--- src/rtl/instr_fetch_unit.sv ---
// Instruction fetch stage: PC, single-outstanding imem req/gnt/rvalid handshake, instruction FIFO.
// Optional execute-permission window check enabled by defining FETCH_PMP_EXEC_CHECK_EN.
module instr_fetch_unit #(
   parameter logic [31:0] RESET_PC   = 32'h0000_0000,
   parameter int          FIFO_DEPTH = 2
) (
   input  logic        clk,
   input  logic        rst,
   output logic        imem_req,
   output logic [31:0] imem_addr,
   input  logic        imem_gnt,
   input  logic        imem_rvalid,
   input  logic [31:0] imem_rdata,
   input  logic        imem_err,
   input  logic        redirect_valid,
   input  logic [31:0] redirect_pc,
`ifdef FETCH_PMP_EXEC_CHECK_EN
   input  logic [31:0] pmp_x_base,
   input  logic [31:0] pmp_x_limit,
`endif
   output logic        out_valid,
   input  logic        out_ready,
   output logic [31:0] out_instr,
   output logic [31:0] out_pc,
   output logic        out_fault
);

   localparam int          AW  = (FIFO_DEPTH > 1) ? $clog2(FIFO_DEPTH) : 1;
   localparam int          CW  = AW + 1;
   localparam logic [31:0] NOP = 32'h0000_0013;

   typedef enum logic [1:0] {S_REQ, S_WAIT, S_DISCARD, S_HALT} state_t;

   state_t          state_q, state_d;
   logic [31:0]     pc_q, pc_d;
   logic [31:0]     req_pc_q, req_pc_d;
   logic [AW-1:0]   wptr_q, wptr_d;
   logic [AW-1:0]   rptr_q, rptr_d;
   logic [CW-1:0]   count_q, count_d;

   logic [31:0]     fifo_instr_q [FIFO_DEPTH];
   logic [31:0]     fifo_pc_q    [FIFO_DEPTH];
   logic            fifo_fault_q [FIFO_DEPTH];

   logic            push, pop, flush, granted, slot_free, pmp_block;
   logic [31:0]     push_instr, push_pc;
   logic            push_fault;
   logic            unused_redirect_lsbs;

   assign unused_redirect_lsbs = ^redirect_pc[1:0];

   // Requests are only issued from REQ, where nothing is outstanding, so a
   // free slot reduces to count < depth and every response has room.
   assign slot_free = (count_q < CW'(FIFO_DEPTH));
   assign imem_addr = pc_q;
   assign pop       = out_valid && out_ready;

   always_comb begin
      state_d    = state_q;
      pc_d       = pc_q;
      req_pc_d   = req_pc_q;
      push       = 1'b0;
      push_instr = imem_rdata;
      push_pc    = req_pc_q;
      push_fault = 1'b0;
      flush      = 1'b0;
      pmp_block  = 1'b0;
`ifdef FETCH_PMP_EXEC_CHECK_EN
      pmp_block  = (pc_q < pmp_x_base) || (pc_q >= pmp_x_limit);
`endif
      imem_req   = !rst && (state_q == S_REQ) && slot_free && !pmp_block;
      granted    = imem_req && imem_gnt;

      if (redirect_valid) begin
         flush = 1'b1;
         pc_d  = {redirect_pc[31:2], 2'b00};
         // A response landing on the redirect edge completes the old request,
         // so only a still-pending request needs its response discarded.
         if (granted || (((state_q == S_WAIT) || (state_q == S_DISCARD)) && !imem_rvalid))
            state_d = S_DISCARD;
         else
            state_d = S_REQ;
      end else begin
         case (state_q)
            S_REQ: begin
               if (pmp_block) begin
                  if (slot_free) begin
                     push       = 1'b1;
                     push_instr = NOP;
                     push_pc    = pc_q;
                     push_fault = 1'b1;
                     state_d    = S_HALT;
                  end
               end else if (granted) begin
                  req_pc_d = pc_q;
                  pc_d     = pc_q + 32'd4;
                  state_d  = S_WAIT;
               end
            end
            S_WAIT: begin
               if (imem_rvalid) begin
                  push       = 1'b1;
                  push_fault = imem_err;
                  push_instr = imem_err ? NOP : imem_rdata;
                  state_d    = imem_err ? S_HALT : S_REQ;
               end
            end
            S_DISCARD: begin
               if (imem_rvalid) state_d = S_REQ;
            end
            S_HALT:  state_d = S_HALT;
            default: state_d = S_REQ;
         endcase
      end

      wptr_d  = wptr_q;
      rptr_d  = rptr_q;
      count_d = count_q;
      if (flush) begin
         wptr_d  = '0;
         rptr_d  = '0;
         count_d = '0;
      end else begin
         if (push) wptr_d = wptr_q + AW'(1);
         if (pop)  rptr_d = rptr_q + AW'(1);
         count_d = count_q + CW'(push) - CW'(pop);
      end
   end

   always_ff @(posedge clk or posedge rst) begin
      if (rst) begin
         state_q  <= S_REQ;
         pc_q     <= RESET_PC;
         req_pc_q <= RESET_PC;
         wptr_q   <= '0;
         rptr_q   <= '0;
         count_q  <= '0;
      end else begin
         state_q  <= state_d;
         pc_q     <= pc_d;
         req_pc_q <= req_pc_d;
         wptr_q   <= wptr_d;
         rptr_q   <= rptr_d;
         count_q  <= count_d;
      end
   end

   always_ff @(posedge clk) begin
      if (push) begin
         fifo_instr_q[wptr_q] <= push_instr;
         fifo_pc_q[wptr_q]    <= push_pc;
         fifo_fault_q[wptr_q] <= push_fault;
      end
   end

   // Storage is not reset; masking with out_valid keeps outputs zero when empty.
   assign out_valid = (count_q != '0);
   assign out_instr = out_valid ? fifo_instr_q[rptr_q] : 32'h0;
   assign out_pc    = out_valid ? fifo_pc_q[rptr_q]    : 32'h0;
   assign out_fault = out_valid && fifo_fault_q[rptr_q];

endmodule

--- config.mk ---
export PLATFORM = sky130hd
export DESIGN_NAME = instr_fetch_unit
export DESIGN_NICKNAME = d
export VERILOG_FILES = /design/src/rtl/instr_fetch_unit.sv
export SDC_FILE = /design/constraint.sdc
export NUM_CORES = 1
export LEC_CHECK = 0
export BUFFER_PORTS_ARGS = -buffer_cell sky130_fd_sc_hd__buf_2
export CAP_MARGIN = 20
export CORE_MARGIN = 2
export CORE_UTILIZATION = 50
export DETAILED_ROUTE_END_ITERATION = 8
export PLACE_DENSITY = 0.77
export SYNTH_ARGS = -nofsm -noshare
export SYNTH_HDL_FRONTEND = slang
export SYNTH_SLANG_ARGS = --single-unit
--- constraint.sdc ---
create_clock -name clk -period 3.65 [get_ports clk]
set_input_delay 0.9125 -clock clk [delete_from_list [all_inputs] [get_ports clk]]
set_output_delay 0.9125 -clock clk [all_outputs]
set_load 0.03 [all_outputs]
-- Word level (Yosys, flattened, before mapping)
Memories as Yosys holds them, arrays and structs flattened.
Cells that the tools add are included.
- add/subtract/negate cells: 5
- magnitude comparators: 1
- eq/ne operators: 6
- muxes and demuxes: 30
- bitwise operators: 1
- reduce and logical (&&, ||, !) cells: 19
- operators by type and width (operator ; number):
    $mux 32 ; 9
    $add 32x3->32 const B ; 1
    $mux 2 ; 7
    $mux 1 ; 13
    $reduce_bool 2->1 ; 5
    $ne 3x3->1 const B ; 3
    $pmux 2 s4 ; 1
    $logic_and 1x1->1 ; 6
    $reduce_and 3->1 ; 2
    $eq 2x2->1 const B ; 2
    $add 1x1->1 const B ; 2
    $add 2x1->2 ; 1
    $eq 2x1->1 const B ; 1
    $logic_not 1->1 ; 2
    $logic_not 2->1 ; 1
    $logic_or 1x1->1 ; 2
    $lt 2x2->1 const B ; 1
    $reduce_and 2->1 ; 1
    $sub 2x1->2 ; 1
    $not 1->1 ; 1
- flip-flop bits (word level): 70
- memory bits (writable): 130
- input bits: 71
- memories: 3
- memory list (name ; words ; bits a word ; read ports ; clocked after memory_dff ; write ports ; line ; text):
    fifo_instr_q ; 2 ; 32 ; 1 ; 0 ; 1 ; 41 ; logic [31:0] fifo_instr_q [FIFO_DEPTH];
    fifo_pc_q ; 2 ; 32 ; 1 ; 0 ; 1 ; 42 ; logic [31:0] fifo_pc_q [FIFO_DEPTH];
    fifo_fault_q ; 2 ; 1 ; 1 ; 0 ; 1 ; 43 ; logic fifo_fault_q [FIFO_DEPTH];

-- Depth between registers and ports, before layout
- depth in word-level cells: 7
- mapped depth: 11
- mapped depth without buffers: 11

-- Worst setup path after synthesis
OpenSTA, ideal clock, no wires.
- path type: input port to flip-flop
- start point: input redirect_valid
- end point: memory fifo_fault_q[0], enable pin
- data arrival time: 3.953 ns
- required time: 3.166 ns
- setup slack: -0.788 ns
- cell stages on the path: 4
- path buffers: 1
- cells stage by stage: clkbuf_1 nor2_1 inv_1 nor2_1
- longest elaborated chain between the ends: 3
- RTL lines (element ; line ; text):
    start, declared ; 15 ; input logic redirect_valid,
    $mux 1 ; 74 ; if (redirect_valid) begin
    $mux 1 ; 149 ; if (push) begin
    $mux 1 (not written as such) ; 152 ; fifo_fault_q[wptr_q] <= push_fault;
    end, declared ; 43 ;
Every way passes these cells.

-- Worst setup path in the final report
- start point: register count_q[1]
- end point: output out_instr[17]
- longest elaborated chain between the ends: 2
- RTL lines (element ; line ; text):
    start, declared ; 39 ; logic [CW-1:0] count_q, count_d;
    start signal, assigned ; 144 ; count_q <= count_d;
    $reduce_bool 2->1 ; 157 ; assign out_valid = (count_q != '0);
    $mux 32 ; 158 ; assign out_instr = out_valid ? fifo_instr_q[rptr_q] : 32'h0;
    end, declared ; 23 ; output logic [31:0] out_instr,
Every way passes these cells.

==> impl_summary.md <==
Outcome
The run finished with clean final reports.

Global routing
The number of global-route vias before repair is 5707. Global routing used between 20% and 30% of the available tracks across all layers. The number of antenna violations at the first check in global routing is 0. The first global-routing pass estimated 29500 um of wire. Entering global routing, the biggest net connects 47 pins. The global-route congestion overflow total is 0.

Setup path
The nature of the critical path startpoint is a register. The setup slack of the worst register-to-register path is roughly 860 ps. The capturing point of the worst reg2reg path is imem_addr[27]$_DFFE_PP0P_.

The largest fanout of any net on the critical path is 46. The data required time of the worst path is about 2700 ps. The critical path in this run is classified as reg -> out.

STA classifies the critical path endpoint as a primary output. The number of cells on the worst reg-to-reg path is 6. The worst register-to-register path begins at state_q[0]$_DFFE_PP0P_. Data on the critical path arrives at its endpoint at between 2000 and 2500 ps.

Cells and area
Counting the fill cells in the layout gives ~1300. Compared with the post-synthesis result, the final layout area differs by 20.7%. The commonest non-fill, non-tap cell in the layout is buf_2.

The footprint of the flip-flops and latches is 5440 um2. After the last flow step, the layout net total stands at about 870. The repair_antennas step left the layout with diodes totalling 0. The layout cell share with drive strength beyond 1 is roughly 30%. Leaving out fill and tap cells, the most frequent cells in the layout are buf_2 (163), edfxtp_1 (126), nor2_1 (81). The area occupied by multi-input gates is ~2700 um2.

Yosys
The synthesized cell area is roughly 8300 um2. Among all flip-flop cells after synthesis, the most frequent one is edfxtp_1. The sequential element share of the synthesized area is about 66%. A synthesized cell averages 13.1 um2. After synthesis, the share of flip-flops with an asynchronous set or reset is between 30% and 40%.

The register bit count reported by yosys is 192. The Yosys step of the flow raised 0 warnings. Synthesis produced a netlist whose cell count is around 630.

The synthesized design contains 126 enable-type register cells. Yosys mapped the design onto between 40 and 50 distinct sky130hd cell types.

Power
Summing internal, switching and leakage power gives 7.41 mW. In this run the static leakage power is between 3 and 4 nW. The power per standard cell area is 740 nW/um2. VDD sags by at most between 400 and 500 uV.

Clocking
Counting the buffers created by CTS gives 17. The clock tree from TritonCTS is done. The clock tree synthesis step divided the H-tree into 4 levels. The buffer depth of the longest clock path is 2. The buffer count from post-CTS setup fixing is 0. The library cell used as clock root buffer is clkbuf_16. After clock tree synthesis, the clock-pin slew on the worst setup and hold paths is about 70 ps. The post-CTS resize count is 0. Counting every sink on the clock net gives about 190. The latest clock arrival within the worst-skew pair is around 430 ps. The number of hold buffers added after cts is 0.

Hold path
The path with the worst hold slack has its endpoint at fifo_pc_q[0][13]$_DFFE_PP_. Counting instances, the worst hold path has a depth of 0. The startpoint of the lowest-slack hold path is push_pc[13]$_DFFE_PP0P_. The min-delay analysis places its worst path in the category reg -> reg.

Floorplan
The starting density of the core is slightly above 50%. Measured along the y axis, the die boundary spans approximately 130 um. The I/O pin total is 170. In this run the horizontal extent of the chip is approximately 130 um. The die covers ~18000 um2. The area inside the core boundary is about 16000 um2. After floorplanning, the core was divided into between 40 and 50 placement rows.

Timing
The headroom to the max-slew limit is about a third. The final count of pins violating max slew is 0. Setup repair after global routing left no endpoint under its margin.

The ratio of final minimum period to clock period is about four fifths. The maximum clock frequency is around 0.34 GHz. Between clock sinks in the finished design, the worst skew comes to between 7 and 8 ps. The number of endpoints failing setup at the final stage is 0.

The final critical delay including setup and external delays is ~3000 ps. The worst hold slack across all endpoints is approximately 470 ps. After routing, the total negative slack on setup checks comes to 0 ps. The hold violation total from the final report is 0. The actual slew at the worst max-slew pin is approximately 980 ps.

Placed design
The final RePlAce weighted congestion is around 0.84. The detailed-placement wirelength estimate is between 10000 and 15000 um. Port buffering added 163 buffers.

Drt
The pre-antenna-repair detailed-routing pass consisted of 5 iterations. After detailed routing, the number of vias per cell comes to 5.50. Dividing the detail-routed wire length by the instance count gives 18.1 um. For this block, the via count after detailed routing is between 5000 and 6000.

For this run, design rule violations remaining after detail routing come to 0. The final layout contains routed wiring with a total length of roughly 19000 um. The violation count after the first detailed-route iteration is 328.

The count of nets left with antenna violations after detail routing is 0.

Flow run
The count of max-cap constraint violations is 0.
-- kinds of logic after synthesis --
group / after synthesis / share of synthesized area [%]
xor gates and xnor gates: 12 / 1.27
muxes: 95 / 11.9
other: 1 / 0.0452
AOI/OAI and AO/OA: 43 / 3.54
DFF: 192 / 65.5
buffers and inverters: 49 / 2.41
and+or+nand+nor: 232 / 14.2
adders and majority gates: 7 / 1.06
-- critical path, stage by stage (launching register included) --
cell	delay, ps
dfrtp_1	480
nor2_4	480
buf_12	310
nor2_1	110
buf_2	190
-- Yosys cell counts, drive strengths merged (10+ instances only) --
library cell / number / area, um2
buf: 12 / 61.3
clkbuf: 23 / 86.3
nand3: 22 / 110
inv: 14 / 52.6
dfrtp: 66 / 1650
mux2i: 65 / 651
mux2: 30 / 338
nor2: 84 / 315
edfxtp: 126 / 3780
or4: 20 / 150
and2: 31 / 194
nand2: 35 / 131
nand4: 10 / 62.6
o21ai: 10 / 50.1
-- flip-flops by register name, indices dropped and copies added, names as in the netlist, 2 cells and up --
name / cells
push_pc: 30
fifo_instr_q: 64
count_q: 2
fifo_fault_q: 2
state_q: 2
imem_addr: 30
fifo_pc_q: 60
-- per-layer routing --
metal / global-route usage [%] / part of all wire, % / up-vias
li1: - / - / 2638
met1: 28.6 / 42 / 2759
met2: 34.9 / 49 / 218
met3: 5.59 / 6.9 / 30
met4: 7.71 / 2.0 / 0
met5: 0 / 0 / -
-- power breakdown --
part	internal [mW]	switching, mW	leakage, nW	total, mW
Sequential	2.72	0.263	1.94	2.98
Combinational	0.862	1.69	1.73	2.55
Clock	1.04	0.841	0.296	1.88
-- stage by stage --
stage               worst slack, ps  instances  util (%)  cell area, um2
floorplan                       274        634         -            8310
global placement                625        994      57.4            9410
detailed placement              568        994      57.4            9410
CTS                             685       1026      61.0           10000
global route                    595       1026      61.0           10000
finish                          732       1026      61.0           10000
-- cell type report --
class / count / share of cell area (%)
Inverter: 14 / 0.525
Multi-Input combinational cell: 393 / 26.9
Timing Repair Buffer: 175 / 9.55
Sequential cell: 192 / 54.3
Clock buffer: 18 / 4.29
Tap cell: 220 / 2.75
Clock inverter: 14 / 1.72
-- worst max-delay path by stage --
| stage | from | end | slack, ps | cells after the start |
|---|---|---|---|---|
| floorplan | redirect_valid | fifo_fault_q[0]$_DFFE_PP_ | 270 | 4 |
| global placement | rst | imem_addr[27]$_DFFE_PP0P_ | 630 | 5 |
| detailed placement | rst | imem_addr[27]$_DFFE_PP0P_ | 570 | 5 |
| CTS | count_q[1]$_DFF_PP0_ | out_instr[17] | 680 | 4 |
| global route | count_q[1]$_DFF_PP0_ | out_instr[17] | 590 | 4 |
| finish | count_q[1]$_DFF_PP0_ | out_instr[17] | 730 | 4 |
(Power assumes the default switching activity.)
